$ cat config.mk
export PLATFORM = sky130hd
export DESIGN_NAME = step_stim_monitor
export DESIGN_NICKNAME = d
export VERILOG_FILES = /design/src/rtl/step_stim_monitor.sv
export SDC_FILE = /design/constraint.sdc
export NUM_CORES = 1
export LEC_CHECK = 0
export CORE_UTILIZATION = 53
export DETAILED_ROUTE_END_ITERATION = 10
export PLACE_DENSITY = 0.95
export SYNTH_ARGS = -nofsm -noshare
export SYNTH_HDL_FRONTEND = slang
export SYNTH_SLANG_ARGS = --single-unit
$ cat constraint.sdc
create_clock -name clk -period 6.3 [get_ports clk]
set_input_delay 1.575 -clock clk [delete_from_list [all_inputs] [get_ports clk]]
set_output_delay 1.575 -clock clk [all_outputs]
set_load 0.02 [all_outputs]
$ cat src/rtl/step_stim_monitor.sv
// Stimulus sequencer driving N_STEPS programmable levels into a DUT, with a
// per-step settling monitor that reports settle status and time.
module step_stim_monitor #(
  parameter int unsigned WIDTH       = 16,
  parameter int unsigned N_STEPS     = 4,
  parameter int unsigned HOLD_CYCLES = 64,
  parameter int unsigned TOL         = 2,
  parameter int unsigned SETTLE_RUN  = 4,
  parameter int unsigned REPEAT      = 0,
  localparam int unsigned IW = (N_STEPS > 1) ? $clog2(N_STEPS) : 1,
  localparam int unsigned CW = $clog2(HOLD_CYCLES + 1),
  localparam int unsigned RW = $clog2(SETTLE_RUN + 1)
) (
  input  logic                       clk,
  input  logic                       rst,
  input  logic                       start,
  input  logic                       stop,
  input  logic [N_STEPS*WIDTH-1:0]   levels,
  input  logic [WIDTH-1:0]           v_out,
  output logic [WIDTH-1:0]           v_in,
  output logic                       busy,
  output logic [IW-1:0]              step_idx,
  output logic                       step_valid,
  output logic                       settle_ok,
  output logic [CW-1:0]              settle_cyc,
  output logic                       done
);

  localparam logic [IW-1:0]        LAST_IDX = IW'(N_STEPS - 1);
  localparam logic [CW-1:0]        LAST_CNT = CW'(HOLD_CYCLES - 1);
  localparam logic [RW-1:0]        RUN_MAX  = RW'(SETTLE_RUN);
  localparam logic signed [WIDTH:0] TOL_S   = (WIDTH + 1)'(TOL);

  typedef enum logic {IDLE, DRIVE} state_t;

  state_t            state, state_d;
  logic [WIDTH-1:0]  v_in_d;
  logic              busy_d, step_valid_d, settle_ok_d, done_d;
  logic [IW-1:0]     idx_d, idx_inc;
  logic [CW-1:0]     settle_cyc_d, cnt, cnt_d, cand, cand_d, lat, lat_d;
  logic [RW-1:0]     run, run_d;
  logic              settled, settled_d;

  logic signed [WIDTH:0] err;
  logic              in_band, hit;
  logic [RW-1:0]     run_nxt;
  logic [CW-1:0]     cand_nxt, lat_nxt;
  logic              settled_nxt;
  logic [WIDTH-1:0]  lvl_first, lvl_inc;

  // Next step index and the level it selects
  always_comb begin
    idx_inc   = (step_idx == LAST_IDX) ? '0 : step_idx + IW'(1);
    lvl_first = levels[WIDTH-1:0];
    lvl_inc   = '0;
    for (int k = 0; k < int'(N_STEPS); k++) begin
      if (IW'(k) == idx_inc) lvl_inc = levels[k*WIDTH +: WIDTH];
    end
  end

  // Band check at WIDTH+1 bits so extreme levels cannot overflow
  always_comb begin
    err         = $signed({v_out[WIDTH-1], v_out}) - $signed({v_in[WIDTH-1], v_in});
    in_band     = (err <= TOL_S) && (err >= -TOL_S);
    run_nxt     = in_band ? ((run == RUN_MAX) ? run : run + RW'(1)) : '0;
    cand_nxt    = (in_band && (run == '0)) ? cnt : cand;
    hit         = in_band && !settled && (run == RW'(SETTLE_RUN - 1));
    settled_nxt = settled | hit;
    lat_nxt     = hit ? cand_nxt : lat;
  end

  always_comb begin
    state_d      = state;
    v_in_d       = v_in;
    busy_d       = busy;
    idx_d        = step_idx;
    step_valid_d = 1'b0;
    done_d       = 1'b0;
    settle_ok_d  = settle_ok;
    settle_cyc_d = settle_cyc;
    cnt_d        = cnt;
    run_d        = run;
    cand_d       = cand;
    lat_d        = lat;
    settled_d    = settled;

    case (state)
      IDLE: begin
        if (start && !stop) begin
          state_d   = DRIVE;
          busy_d    = 1'b1;
          idx_d     = '0;
          v_in_d    = lvl_first;
          cnt_d     = '0;
          run_d     = '0;
          cand_d    = '0;
          lat_d     = '0;
          settled_d = 1'b0;
        end
      end
      DRIVE: begin
        if (stop) begin
          state_d = IDLE;
          busy_d  = 1'b0;
          v_in_d  = '0;
          idx_d   = '0;
        end else if (cnt == LAST_CNT) begin
          step_valid_d = 1'b1;
          settle_ok_d  = settled_nxt;
          settle_cyc_d = settled_nxt ? lat_nxt : '0;
          cnt_d        = '0;
          run_d        = '0;
          cand_d       = '0;
          lat_d        = '0;
          settled_d    = 1'b0;
          if (step_idx == LAST_IDX) begin
            done_d = 1'b1;
            if (REPEAT != 0) begin
              idx_d  = '0;
              v_in_d = lvl_first;
            end else begin
              state_d = IDLE;
              busy_d  = 1'b0;
              idx_d   = '0;
              v_in_d  = '0;
            end
          end else begin
            idx_d  = idx_inc;
            v_in_d = lvl_inc;
          end
        end else begin
          cnt_d     = cnt + CW'(1);
          run_d     = run_nxt;
          cand_d    = cand_nxt;
          lat_d     = lat_nxt;
          settled_d = settled_nxt;
        end
      end
      default: state_d = IDLE;
    endcase
  end

  always_ff @(posedge clk) begin
    if (rst) begin
      state      <= IDLE;
      v_in       <= '0;
      busy       <= 1'b0;
      step_idx   <= '0;
      step_valid <= 1'b0;
      settle_ok  <= 1'b0;
      settle_cyc <= '0;
      done       <= 1'b0;
      cnt        <= '0;
      run        <= '0;
      cand       <= '0;
      lat        <= '0;
      settled    <= 1'b0;
    end else begin
      state      <= state_d;
      v_in       <= v_in_d;
      busy       <= busy_d;
      step_idx   <= idx_d;
      step_valid <= step_valid_d;
      settle_ok  <= settle_ok_d;
      settle_cyc <= settle_cyc_d;
      done       <= done_d;
      cnt        <= cnt_d;
      run        <= run_d;
      cand       <= cand_d;
      lat        <= lat_d;
      settled    <= settled_d;
    end
  end

endmodule
# == Word-level counts from Yosys, hierarchy flattened ==
# Cells that the tools add are included.
# op_classes
add_sub_neg,4
order_cmp,2
n_eq_ne,12
mux,50
bitwise_logic,4
reduce_logical,16
# ops
op,n
16-bit 2-to-1 mux,8
7-bit 2-to-1 mux,10
7-bit case mux with 2 select lines,3
16-bit case mux with 2 select lines,1
17-bit by 2-bit greater-or-equal comparator with 1-bit output (second input constant),1
17-bit by 3-bit less-or-equal comparator with 1-bit output (second input constant),1
16-bit by 16-bit subtractor with 17-bit output,1
3-bit 2-to-1 mux,5
1-bit 2-to-1 mux,13
2-bit 2-to-1 mux,5
3-bit AND reduction,3
7-bit by 1-bit adder with 7-bit output (second input constant),1
7-bit by 6-bit == test with 1-bit output (second input constant),1
3-bit by 2-bit inequality test with 1-bit output (second input constant),2
1-bit case mux with 2 select lines,3
3-bit case mux with 2 select lines,1
1-bit logical AND,5
2-bit == test (first input constant),2
2-bit inequality test (second input constant),2
4-bit by 3-bit inequality test with 1-bit output (second input constant),1
2-bit case mux with 2 select lines,1
2-bit AND reduction,2
4-bit OR reduction,1
3-bit by 1-bit adder with 3-bit output (second input constant),1
other kinds (11),14
# totals
ff_bits,55
inputBits,84
out_inout_bits,29

# == Longest topological paths before layout ==
# depth
depth_word,11
depth_mapped,14
mapped_depth_nobuf,13

# == Worst setup path after synthesis ==
# Ideal clock, no wire load.
# synth_timing
path_type,input port to flip-flop
from,input port v_out[0]
to,register lat[1]
setup_ns,0.123
t_arrival_ns,4.234
required_time_ns,6.177
slack_ns,1.943
stages,14
path_cell_list,inv_1 -> ha_1 -> fa_1 -> nand2b_1 -> a211o_1 -> a21o_1 -> a311oi_1 -> nor4b_1 -> and4_4 -> and3_4 -> a31oi_4 -> buf_6 -> mux2i_1 -> o21ai_0
# synth_between
elab_chain_len,9
elab_cells_between_ends,12
cone_classes,1 x add/sub; 2 x order compare; 5 x mux; 4 x reduce/logical
# synth_rtl
item,line,source
from (decl),19,"input logic [WIDTH-1:0] v_out,"
16-bit by 16-bit subtractor with 17-bit output (*),63,"err = $signed({v_out[WIDTH-1], v_out}) - $signed({v_in[WIDTH-1], v_in});"
17-bit by 3-bit less-or-equal comparator with 1-bit output / 17-bit by 2-bit greater-or-equal comparator with 1-bit output (equally long branches),64,in_band = (err <= TOL_S) && (err >= -TOL_S);
1-bit logical AND (*),64,
1-bit logical AND (on tied branches),"66, 67",
7-bit 2-to-1 mux / 1-bit logical AND (equally long branches),"66, 67",
7-bit 2-to-1 mux (*),69,lat_nxt = hit ? cand_nxt : lat;
7-bit 2-to-1 mux (*),107,end else if (cnt == LAST_CNT) begin
7-bit 2-to-1 mux (*),102,if (stop) begin
7-bit case mux with 2 select lines (*),87,case (state)
to (signal assigned),170,lat <= lat_d;
to (decl),40,"logic [CW-1:0] settle_cyc_d, cnt, cnt_d, cand, cand_d, lat, lat_d;"
# Every way passes the cells marked *; elsewhere a longest branch is shown, timed or not. The select of a mux whose other input is x is not followed.
# A chain may end at the register's enable or synchronous reset.

# == Final worst setup path ==
# layout_timing
from,input port v_out[0]
to,register settle_cyc[4]
# layout_between
elab_chain_len,7
elab_cells_between_ends,11
cone_classes,1 x add/sub; 2 x order compare; 3 x mux; 1 x bitwise; 4 x reduce/logical
# layout_rtl
item,line,source
16-bit by 16-bit subtractor with 17-bit output (*),63,
17-bit by 3-bit less-or-equal comparator with 1-bit output / 17-bit by 2-bit greater-or-equal comparator with 1-bit output (equally long branches),64,
1-bit logical AND (*),64,
1-bit logical AND (on tied branches),"66, 67",
7-bit 2-to-1 mux / 1-bit logical AND (equally long branches),"66, 67",
7-bit 2-to-1 mux / 1-bit bitwise OR (equally long branches),"69, 68",
7-bit 2-to-1 mux (*),110,settle_cyc_d = settled_nxt ? lat_nxt : '0;
to (signal assigned),165,settle_cyc <= settle_cyc_d;
to (decl),25,"output logic [CW-1:0] settle_cyc,"
# Every way passes the cells marked *; elsewhere a longest branch is shown, timed or not.

==> results_dict.tcl <==
set metrics [dict create \
    hold_violations 0 \
    critical_path_class "in -> reg" \
    syn-num-nets 662 \
    avgRoutedWirePerCell_um 17.4 \
    ir_drop_mv 0.0991 \
    power_frac_seq 0.410 \
    gp_congestion 0.909 \
    antenna_found_initial 0 \
    clock_latency_ns 0.32 \
    grt_pass1_vias 4263 \
    crit_chain "clkdlybuf4s50_1, inv_1, ha_1, fa_1, nand2b_1, a211o_1, a2111oi_0, a311oi_1, nor4b_1, and4_4, and3_4, a31oi_4, mux2i_1, o21ai_0" \
    cts_resized 0 \
    synth_area_per_cell_um2 7.35 \
    r2r_slack_ns 2.57 \
    final.setup_skew_ns 0.00954 \
    postRouteAntennaNets 0 \
    fin_setup_tns_ns 0 \
    overflow 0 \
    drive_above_1_share 0.0295 \
    cts_buffers 5 \
    firstDrtPassIters 7 \
    worstHoldPathType "reg -> reg" \
    slowest_stage "a31oi_4" \
    post_cts_buffers 0 \
    finalCriticalPeriod_ns 5.13 \
    fin_nets 752 \
    io_pins 113 \
    die_h_um 89.5 \
    num_antenna_cells 0 \
    routed_via_density 6.18 \
    status "finished clean" \
    grt_pass1_wl_um 20300 \
    preCtsSetupSlack_ns 0.934 \
    crit_fanout 21 \
    postPlaceCellArea_mm2 0.00516 \
    io_buffers 112 \
    grt_max_degree 40 \
    routed_wl_um 12900 \
    internal_power_w 0.000582 \
    rows 31 \
    syn2layout_area_growth_pct 29.5 \
    final-max-slew-violation-count 0 \
    cts_tree "done" \
    clk_pin_slew_ns 0.11 \
    core_mm2 0.00733 \
    pwr-share-clk 0.229 \
    hold_buffers 0 \
    ys_seq_area_frac 0.271 \
    slew_headroom 0.168 \
    initial_utilization 0.554 \
    drt_iter0_drc 357 \
    setup_violations 0 \
    worst_pin_slew_ns 1.24 \
    hpwl_um 9880 \
    p_switching_w 0.000310 \
    power_frac_comb 0.361 \
    placed_cells 734 \
    critPathCaptureType "register" \
    cts.sinks 55 \
    cellPowerDensity_mw_per_mm2 170 \
    drc_errors 0 \
    vias 4589 \
    async_flop_share 0 \
    synth_cell_types 62 \
    period_share 0.814 \
    syn-instance-count 552 \
    netlist_area_mm2 0.00406 \
    cp_data_arrival_time_ns 5.32 \
    clock_path_buffers 2 \
    cts.htree.levels 2 \
    fin_ws_ns 1.17 \
    design.die.area_mm2 0.00801 \
    die_w_um 89.5 \
    p_leak_nw 1.99 \
    ys_ff_latch 55 \
    cp.required_ns 6.50 \
    critical_path.max_stage_delay_ns 0.54 \
    synth_edf_count 0 \
    final_design_area_no_fill_mm2 0.00526 \
    cts-root-buf "clkbuf_8" \
    ys_warn_count 0 \
    drv_cap 0 \
    fin_cells 742 \
    grt_usage 0.329 \
    fmax_ghz 0.195 \
    ys.flop_type "dfxtp_1" \
    start_kind "primary input" \
    swShare 0.348 \
    rsz0062_at_grt "false" \
]
critical path: cells and delay by family:
family / cells / cell delay (ns)
AO/OA/AOI/OAI: 5 / 1.52
AND/OR/NAND/NOR: 4 / 0.76
adder cells (fa/ha/maj): 2 / 0.62
buffers and inverters: 2 / 0.52
multiplexers: 1 / 0.31
cell usage after synthesis, drive strengths merged (8+ instances only):
cell type  instances  share of area
nand2             76          0.070
nor2              58          0.054
dfxtp             55           0.27
o21ai             48          0.059
a21oi             46          0.059
inv               31          0.029
ha                25          0.077
nand3             25          0.031
clkbuf            23          0.022
a22oi             17          0.031
a211oi            14          0.026
a221oi            12          0.026
nand3b            11          0.020
nor3              11          0.014
mux2i             10          0.025
a31oi              8          0.016
through the flow:
| step | hold slack [ns] | power, W | utilization |
|---|---|---|---|
| 2_1_floorplan | 0.426 | 0.000567 | - |
| 3_3_place_gp | 0.436 | 0.000678 | 0.705 |
| 3_5_place_dp | 0.445 | 0.000688 | 0.705 |
| 4_1_cts | 0.465 | 0.000885 | 0.717 |
| 5_1_grt | 0.497 | 0.000929 | 0.717 |
| 6_report | 0.464 | 0.000892 | 0.717 |
power groups by stage:
stage / Combinational [W] / Clock (W) / Sequential, W
after floorplan: 0.000183 / 0 / 0.000384
after global placement: 0.000305 / 0 / 0.000373
after detailed placement: 0.000314 / 0 / 0.000374
after CTS: 0.000316 / 0.000204 / 0.000366
after global routing: 0.000348 / 0.000214 / 0.000367
final: 0.000322 / 0.000205 / 0.000366
registers in the layout, summed over array words and instances (netlist names), 2 cells and up:
signal      cells
lat             7
run             3
v_in           16
cand            7
settle_cyc      7
cnt             7
step_idx        2
path summary, 6_finish.rpt:
kind	cells past startpoint	startpoint	end
worst max-delay path	14	v_out[0]	settle_cyc[4]$_SDFFE_PP0P_
worst max register to register	12	v_in[2]$_SDFFE_PP0P_	settle_cyc[4]$_SDFFE_PP0P_
worst min register to register	2	lat[2]$_SDFFE_PP0P_	lat[2]$_SDFFE_PP0P_
worst min-delay path	2	lat[2]$_SDFFE_PP0P_	lat[2]$_SDFFE_PP0P_
metal layers:
| layer | share of wire | vias up | global-route usage |
|---|---|---|---|
| met5 | 0 | - | 0 |
| li1 | - | 2185 | - |
| met3 | 0.071 | 31 | 0.0360 |
| met4 | 0.025 | 0 | 0.117 |
| met1 | 0.41 | 2137 | 0.426 |
| met2 | 0.49 | 236 | 0.567 |
final cells by class:
class,count,area (um^2)
multi-input combinational,435,2690
fill,564,2070
timing repair buffer,114,1140
sequential,55,1100
tap,99,124
inverter,31,116
clock buffer,5,68.8
clock inverter,3,22.5
logic make-up after synthesis:
group / count (synthesis) / share of synthesized area
muxes: 10 / 0.0247
xor gates and xnor gates: 6 / 0.0129
AOI/OAI and AO/OA: 180 / 0.297
DFF: 55 / 0.271
adders and majority gates: 26 / 0.0820
buffers and inverters: 62 / 0.0666
and+or+nand+nor: 213 / 0.245
cell usage in the layout, fill, tap and decap left out, types with 12 or more instances in the layout:
cell type	synthesis	layout
a221oi_1	12	12
a22oi_1	17	17
dfxtp_1	55	55
a21oi_1	45	45
nand3_1	25	25
a211oi_1	14	14
o21ai_0	44	44
nor2_1	57	57
nand2_1	76	76
ha_1	25	25
clkdlybuf4s50_1	0	112
inv_1	30	30
(Power assumes the default switching activity.)
